[src/rtl/pipeline_hazard_ctrl.sv]
// Central stall/flush scheduler for the IF/ID/EX/MEM/WB pipeline.
// Arbitrates memory-busy, taken-jump and load-use hazards.
// Optional perf counters: define HAZARD_PERF_EN.
module pipeline_hazard_ctrl #(
    parameter int REG_ADDR_W   = 3,
    parameter int FLUSH_CYCLES = 1,
    parameter int CNT_W        = 16
) (
    input  logic                  clk,
    input  logic                  rst_n,
    input  logic                  pc_jump_en,
    input  logic                  mem_busy,
    input  logic                  ex_mem_read,
    input  logic [REG_ADDR_W-1:0] ex_rd,
    input  logic [REG_ADDR_W-1:0] id_rs1,
    input  logic [REG_ADDR_W-1:0] id_rs2,
    input  logic                  id_rs1_used,
    input  logic                  id_rs2_used,
    output logic                  pc_pause,
    output logic                  ifid_pause,
    output logic                  idex_pause,
    output logic                  exmem_pause,
    output logic                  ifid_clear,
    output logic                  idex_clear,
    output logic                  memwb_clear,
    output logic [CNT_W-1:0]      stall_cnt,
    output logic [CNT_W-1:0]      flush_cnt
);

    typedef enum logic [1:0] {
        ST_RUN      = 2'd0,
        ST_FLUSH    = 2'd1,
        ST_MEM_WAIT = 2'd2
    } state_t;

    localparam logic [3:0] FLUSH_RELOAD = 4'(FLUSH_CYCLES - 1);
    localparam bit         MULTI_FLUSH  = (FLUSH_CYCLES > 1);

    state_t     state_r, state_next_s;
    state_t     ret_state_r, ret_state_next_s;
    state_t     eff_state_s;
    logic [3:0] flush_left_r, flush_left_next_s;
    logic       load_use_s;

    logic pc_pause_s, ifid_pause_s, idex_pause_s, exmem_pause_s;
    logic ifid_clear_s, idex_clear_s, memwb_clear_s;

    // State, return-state and flush countdown registers
    always_ff @(posedge clk or negedge rst_n) begin
        if (!rst_n) begin
            state_r      <= ST_RUN;
            ret_state_r  <= ST_RUN;
            flush_left_r <= 4'd0;
        end else begin
            state_r      <= state_next_s;
            ret_state_r  <= ret_state_next_s;
            flush_left_r <= flush_left_next_s;
        end
    end

    // Hazard arbitration: mem_busy > jump > flush tail > load-use
    always_comb begin
        state_next_s      = state_r;
        ret_state_next_s  = ret_state_r;
        flush_left_next_s = flush_left_r;
        pc_pause_s        = 1'b0;
        ifid_pause_s      = 1'b0;
        idex_pause_s      = 1'b0;
        exmem_pause_s     = 1'b0;
        ifid_clear_s      = 1'b0;
        idex_clear_s      = 1'b0;
        memwb_clear_s     = 1'b0;

        load_use_s = ex_mem_read &
                     ((id_rs1_used & (id_rs1 == ex_rd)) |
                      (id_rs2_used & (id_rs2 == ex_rd)));

        // Leaving MEM_WAIT resumes decoding as the interrupted state
        if (state_r == ST_MEM_WAIT) begin
            eff_state_s = ret_state_r;
        end else begin
            eff_state_s = state_r;
        end

        if (mem_busy) begin
            pc_pause_s    = 1'b1;
            ifid_pause_s  = 1'b1;
            idex_pause_s  = 1'b1;
            exmem_pause_s = 1'b1;
            memwb_clear_s = 1'b1;
            if (state_r != ST_MEM_WAIT) begin
                state_next_s     = ST_MEM_WAIT;
                ret_state_next_s = state_r;
            end else begin
                state_next_s     = ST_MEM_WAIT;
            end
        end else if (pc_jump_en) begin
            ifid_clear_s = 1'b1;
            idex_clear_s = 1'b1;
            if (MULTI_FLUSH) begin
                state_next_s      = ST_FLUSH;
                flush_left_next_s = FLUSH_RELOAD;
            end else begin
                state_next_s      = ST_RUN;
                flush_left_next_s = 4'd0;
            end
        end else if (eff_state_s == ST_FLUSH) begin
            // ID holds a killed slot here, so load-use is moot
            ifid_clear_s = 1'b1;
            if (flush_left_r <= 4'd1) begin
                state_next_s      = ST_RUN;
                flush_left_next_s = 4'd0;
            end else begin
                state_next_s      = ST_FLUSH;
                flush_left_next_s = flush_left_r - 4'd1;
            end
        end else if (load_use_s) begin
            pc_pause_s   = 1'b1;
            ifid_pause_s = 1'b1;
            idex_clear_s = 1'b1;
            state_next_s = ST_RUN;
        end else begin
            state_next_s = ST_RUN;
        end
    end

    // Reset forces every control low without waiting for a clock
    assign pc_pause    = pc_pause_s    & rst_n;
    assign ifid_pause  = ifid_pause_s  & rst_n;
    assign idex_pause  = idex_pause_s  & rst_n;
    assign exmem_pause = exmem_pause_s & rst_n;
    assign ifid_clear  = ifid_clear_s  & rst_n;
    assign idex_clear  = idex_clear_s  & rst_n;
    assign memwb_clear = memwb_clear_s & rst_n;

`ifdef HAZARD_PERF_EN
    logic jump_accept_s;
    assign jump_accept_s = rst_n & ~mem_busy & pc_jump_en;

    logic [CNT_W-1:0] stall_cnt_r, flush_cnt_r;

    // Saturating stall and accepted-jump counters
    always_ff @(posedge clk or negedge rst_n) begin
        if (!rst_n) begin
            stall_cnt_r <= {CNT_W{1'b0}};
            flush_cnt_r <= {CNT_W{1'b0}};
        end else begin
            if (pc_pause && (stall_cnt_r != {CNT_W{1'b1}})) begin
                stall_cnt_r <= stall_cnt_r + {{(CNT_W-1){1'b0}}, 1'b1};
            end else begin
                stall_cnt_r <= stall_cnt_r;
            end
            if (jump_accept_s && (flush_cnt_r != {CNT_W{1'b1}})) begin
                flush_cnt_r <= flush_cnt_r + {{(CNT_W-1){1'b0}}, 1'b1};
            end else begin
                flush_cnt_r <= flush_cnt_r;
            end
        end
    end

    assign stall_cnt = stall_cnt_r;
    assign flush_cnt = flush_cnt_r;
`else
    assign stall_cnt = {CNT_W{1'b0}};
    assign flush_cnt = {CNT_W{1'b0}};
`endif

endmodule

[config.mk]
export PLATFORM = sky130hd
export DESIGN_NAME = pipeline_hazard_ctrl
export DESIGN_NICKNAME = d
export VERILOG_FILES = /design/src/rtl/pipeline_hazard_ctrl.sv
export SDC_FILE = /design/constraint.sdc
export NUM_CORES = 1
export LEC_CHECK = 0
export CELL_PAD_IN_SITES_DETAIL_PLACEMENT = 1
export CELL_PAD_IN_SITES_GLOBAL_PLACEMENT = 2
export CORE_MARGIN = 8
export CORE_UTILIZATION = 18
export DETAILED_ROUTE_END_ITERATION = 6
export HOLD_SLACK_MARGIN = 0.05
export PLACE_DENSITY_LB_ADDON = 0.15
export SETUP_SLACK_MARGIN = 0.15
export SYNTH_ARGS = -nofsm -noshare
export SYNTH_HDL_FRONTEND = slang
export SYNTH_SLANG_ARGS = --single-unit
[constraint.sdc]
create_clock -name clk -period 1.6 [get_ports clk]
set_input_delay 0.32 -clock clk [delete_from_list [all_inputs] [get_ports clk]]
set_output_delay 0.32 -clock clk [all_outputs]
set_load 0.05 [all_outputs]
==> out/results.ini <==
[status]
status=complete, but fails checks
violations=negative setup slack

[grt]
grt_pass1_vias=711
antenna_found_initial=0
grtUsageTotal=0.0686
grt_max_degree=9
overflow=0
grt_pass1_wl_um=3530

[final_layout]
area_growth_pct=58.9
seq_area_um2=200
drive_gt1_frac=0.362
multi_input_area_um2=538
fillerInstances=514
fin_nets=147
utilization=0.293
diodes=0

[detailed_routing]
drt_wl_total_um=2340
drt_iter0_drc=17
vias_per_cell=3.61
drcViolationCount=0
first_pass_iters=4
dr_total_vias=647
ant_nets=0
post_drt_wl_per_cell_um=13.1

[sta]
final_hold_viol_count=0
setup_viol=4
min_period_over_period=1.20
skew_ns=0.00714
fin_crit_ns=1.93
slew_violations=0
fin_ws_ns=-0.327
rsz0062_at_grt=true
fmax_mhz=519

[clock_tree]
cts_sinks=8
insertion_delay_ns=0.24
clkTransAtPathRegs_ns=0.05
cts_tree=done
cts_max_level=1
cts-root-buf=clkbuf_8
hold_buffers=0
numCtsBuffers=3
clock_path_buffers=2

[worst_setup_path]
critical_path_arrival_ns=1.61
crit_slowest_cell=dfrtp_1
crit_type=register to primary output
cp_max_fo=2
max_stage_delay_ns=0.38
crit_family=simple AND/OR/NAND/NOR gates
cp.required_ns=1.28
critical_path_buf_inv_count=1
endpoint_kind=primary output
cp-start-kind=register
worstPathCellList=and4bb_4 > nor2_4 > nand3_4 > o31ai_4 > buf_12

[power]
power.density_nw_per_um2=697
leakagePower_uw=0.000593
ir_worst_vdd_uv=253
power_uw=884

[synth]
synth_area_um2=798
synthCells=92
ys_ff_latch=8
yosysWarnings=0
ys_types=30
synth.yosys.seq_area_share=0.251
syn-mean-instance-area_um2=8.68

[die]
ios=55
coreArea_um2=4320
fp.dieH_um=82.6
dieArea_um2=6820
initial_core_util=0.185
num_rows=24
die_w_um=82.6

[placement]
post-dp-hpwl_um=1910
globalplace.congestion=0.703
portBuffers=22

[worst_hold_path]
hp-class=primary input to async pin

[run]
cap_violations=0

==> worst paths after layout <==
| kind | startpoint | end | slack, ns | depth (start not counted) |
|---|---|---|---|---|
| worst max-delay path | ret_state_r[0] | ifid_pause | -0.33 | 5 |
| worst min-delay path | rst_n | ret_state_r[0] | 0.12 | 3 |
| worst max register to register | state_r[0] | flush_left_r[1] | 0.13 | 7 |
| worst min register to register | ret_state_r[1] | ret_state_r[1] | 0.53 | 2 |
| max in group asynchronous | rst_n | state_r[1] | 1.33 | 3 |
| min in group clk | ret_state_r[1] | ret_state_r[1] | 0.53 | 2 |
==> synth_stat cells <==
cell      count  share of area
o22a_1        1          0.011
buf_4        35           0.33
a41oi_1       1          0.011
o21ai_0       1         0.0063
a21oi_2       1          0.011
ha_1          2          0.031
conb_1        1         0.0047
dfrtp_1       8           0.25
and2b_1       1         0.0094
buf_2         1         0.0063
a21oi_1       5          0.031
nand2_1       2         0.0094
o311ai_0      1          0.011
nor3_2        1          0.013
nand3b_1      1         0.0094
mux2i_1       1          0.013
o31ai_1       2          0.019
nor2_1        2         0.0094
a22o_1        1          0.011
and4_1        1          0.011
inv_1         7          0.033
or2_4         1          0.011
and2_1        1         0.0078
o22ai_1       2          0.016
o311ai_1      1          0.011
xnor2_1       6          0.066
nand3_1       2          0.013
and4bb_4      1          0.020
nand2b_1      1         0.0078
nor2_2        1         0.0078
==> cell type report <==
cell class                 count  area share
multi-input combinational     72       0.424
timing repair buffer          37       0.311
sequential                     8       0.158
tap                           52      0.0513
clock buffer                   3      0.0325
inverter                       7      0.0237
==> metrics by stage <==
stage	hold slack (ns)	area [µm²]	TNS (ns)	std cells	setup WS (ns)
after floorplan	0.0244	967	-0.724	123	-0.351
after global placement	0.489	1100	-2.79	169	-0.536
after detailed placement	0.495	1100	-2.96	169	-0.539
after CTS	0.224	1250	-1.37	177	-0.369
after global routing	0.123	1270	-1.50	179	-0.404
final	0.124	1270	-1.20	179	-0.327
==> state kept, by name (all words and copies together), names as in the netlist <==
signal	cells
ret_state_r	2
state_r	2
flush_left_r	4
==> placed cells by master (no fill, tap or decap), drive strengths merged, types with 2 or more instances in the layout <==
| cell | Yosys | final |
|---|---|---|
| clkbuf | 0 | 4 |
| conb | 1 | 32 |
| dfrtp | 8 | 8 |
| clkdlybuf4s50 | 0 | 4 |
| ha | 2 | 2 |
| xnor2 | 6 | 6 |
| a21oi | 6 | 6 |
| nand3 | 2 | 2 |
| o31ai | 2 | 2 |
| clkdlybuf4s15 | 0 | 3 |
| dlygate4sd2 | 0 | 6 |
| inv | 7 | 6 |
| buf | 36 | 23 |
| nand2 | 2 | 2 |
| o22ai | 2 | 2 |
| o311ai | 2 | 2 |
| nor2 | 3 | 3 |
==> power breakdown <==
part / switching, µW / internal [µW]
Sequential: 20.5 / 216
Clock: 91.4 / 164
Combinational: 275 / 118
==> cell families (layout without fill, tap and decap cells) <==
| group | count (synthesis) | count (layout) | share of synthesized area |
|---|---|---|---|
| other | 1 | 32 | 0.00470 |
| muxes | 1 | 1 | 0.0125 |
| adders and majority gates | 2 | 2 | 0.0313 |
| xor gates and xnor gates | 6 | 6 | 0.0658 |
| and+or+nand+nor | 15 | 15 | 0.129 |
| AOI/OAI and AO/OA | 16 | 16 | 0.138 |
| DFF | 8 | 8 | 0.251 |
| buffers and inverters | 43 | 47 | 0.368 |
==> metal layers <==
metal / part of all wire / GRT usage
met4: 0.0034 / 0.0155
met5: 0 / 0
met2: 0.52 / 0.113
met1: 0.41 / 0.0808
met3: 0.069 / 0.0292
==> worst min-delay path: stages <==
cell   delay [ns]
buf_2        0.12
buf_6        0.12
buf_4        0.12
==> timing repair <==
action                                  4_1_cts  5_1_grt
endpoints found under the setup margin       10       12
setup buffers                                 5        2
resized for setup                            27        9
pin swaps                                    10       10
No activity file was read; power rests on OpenSTA's default activity.
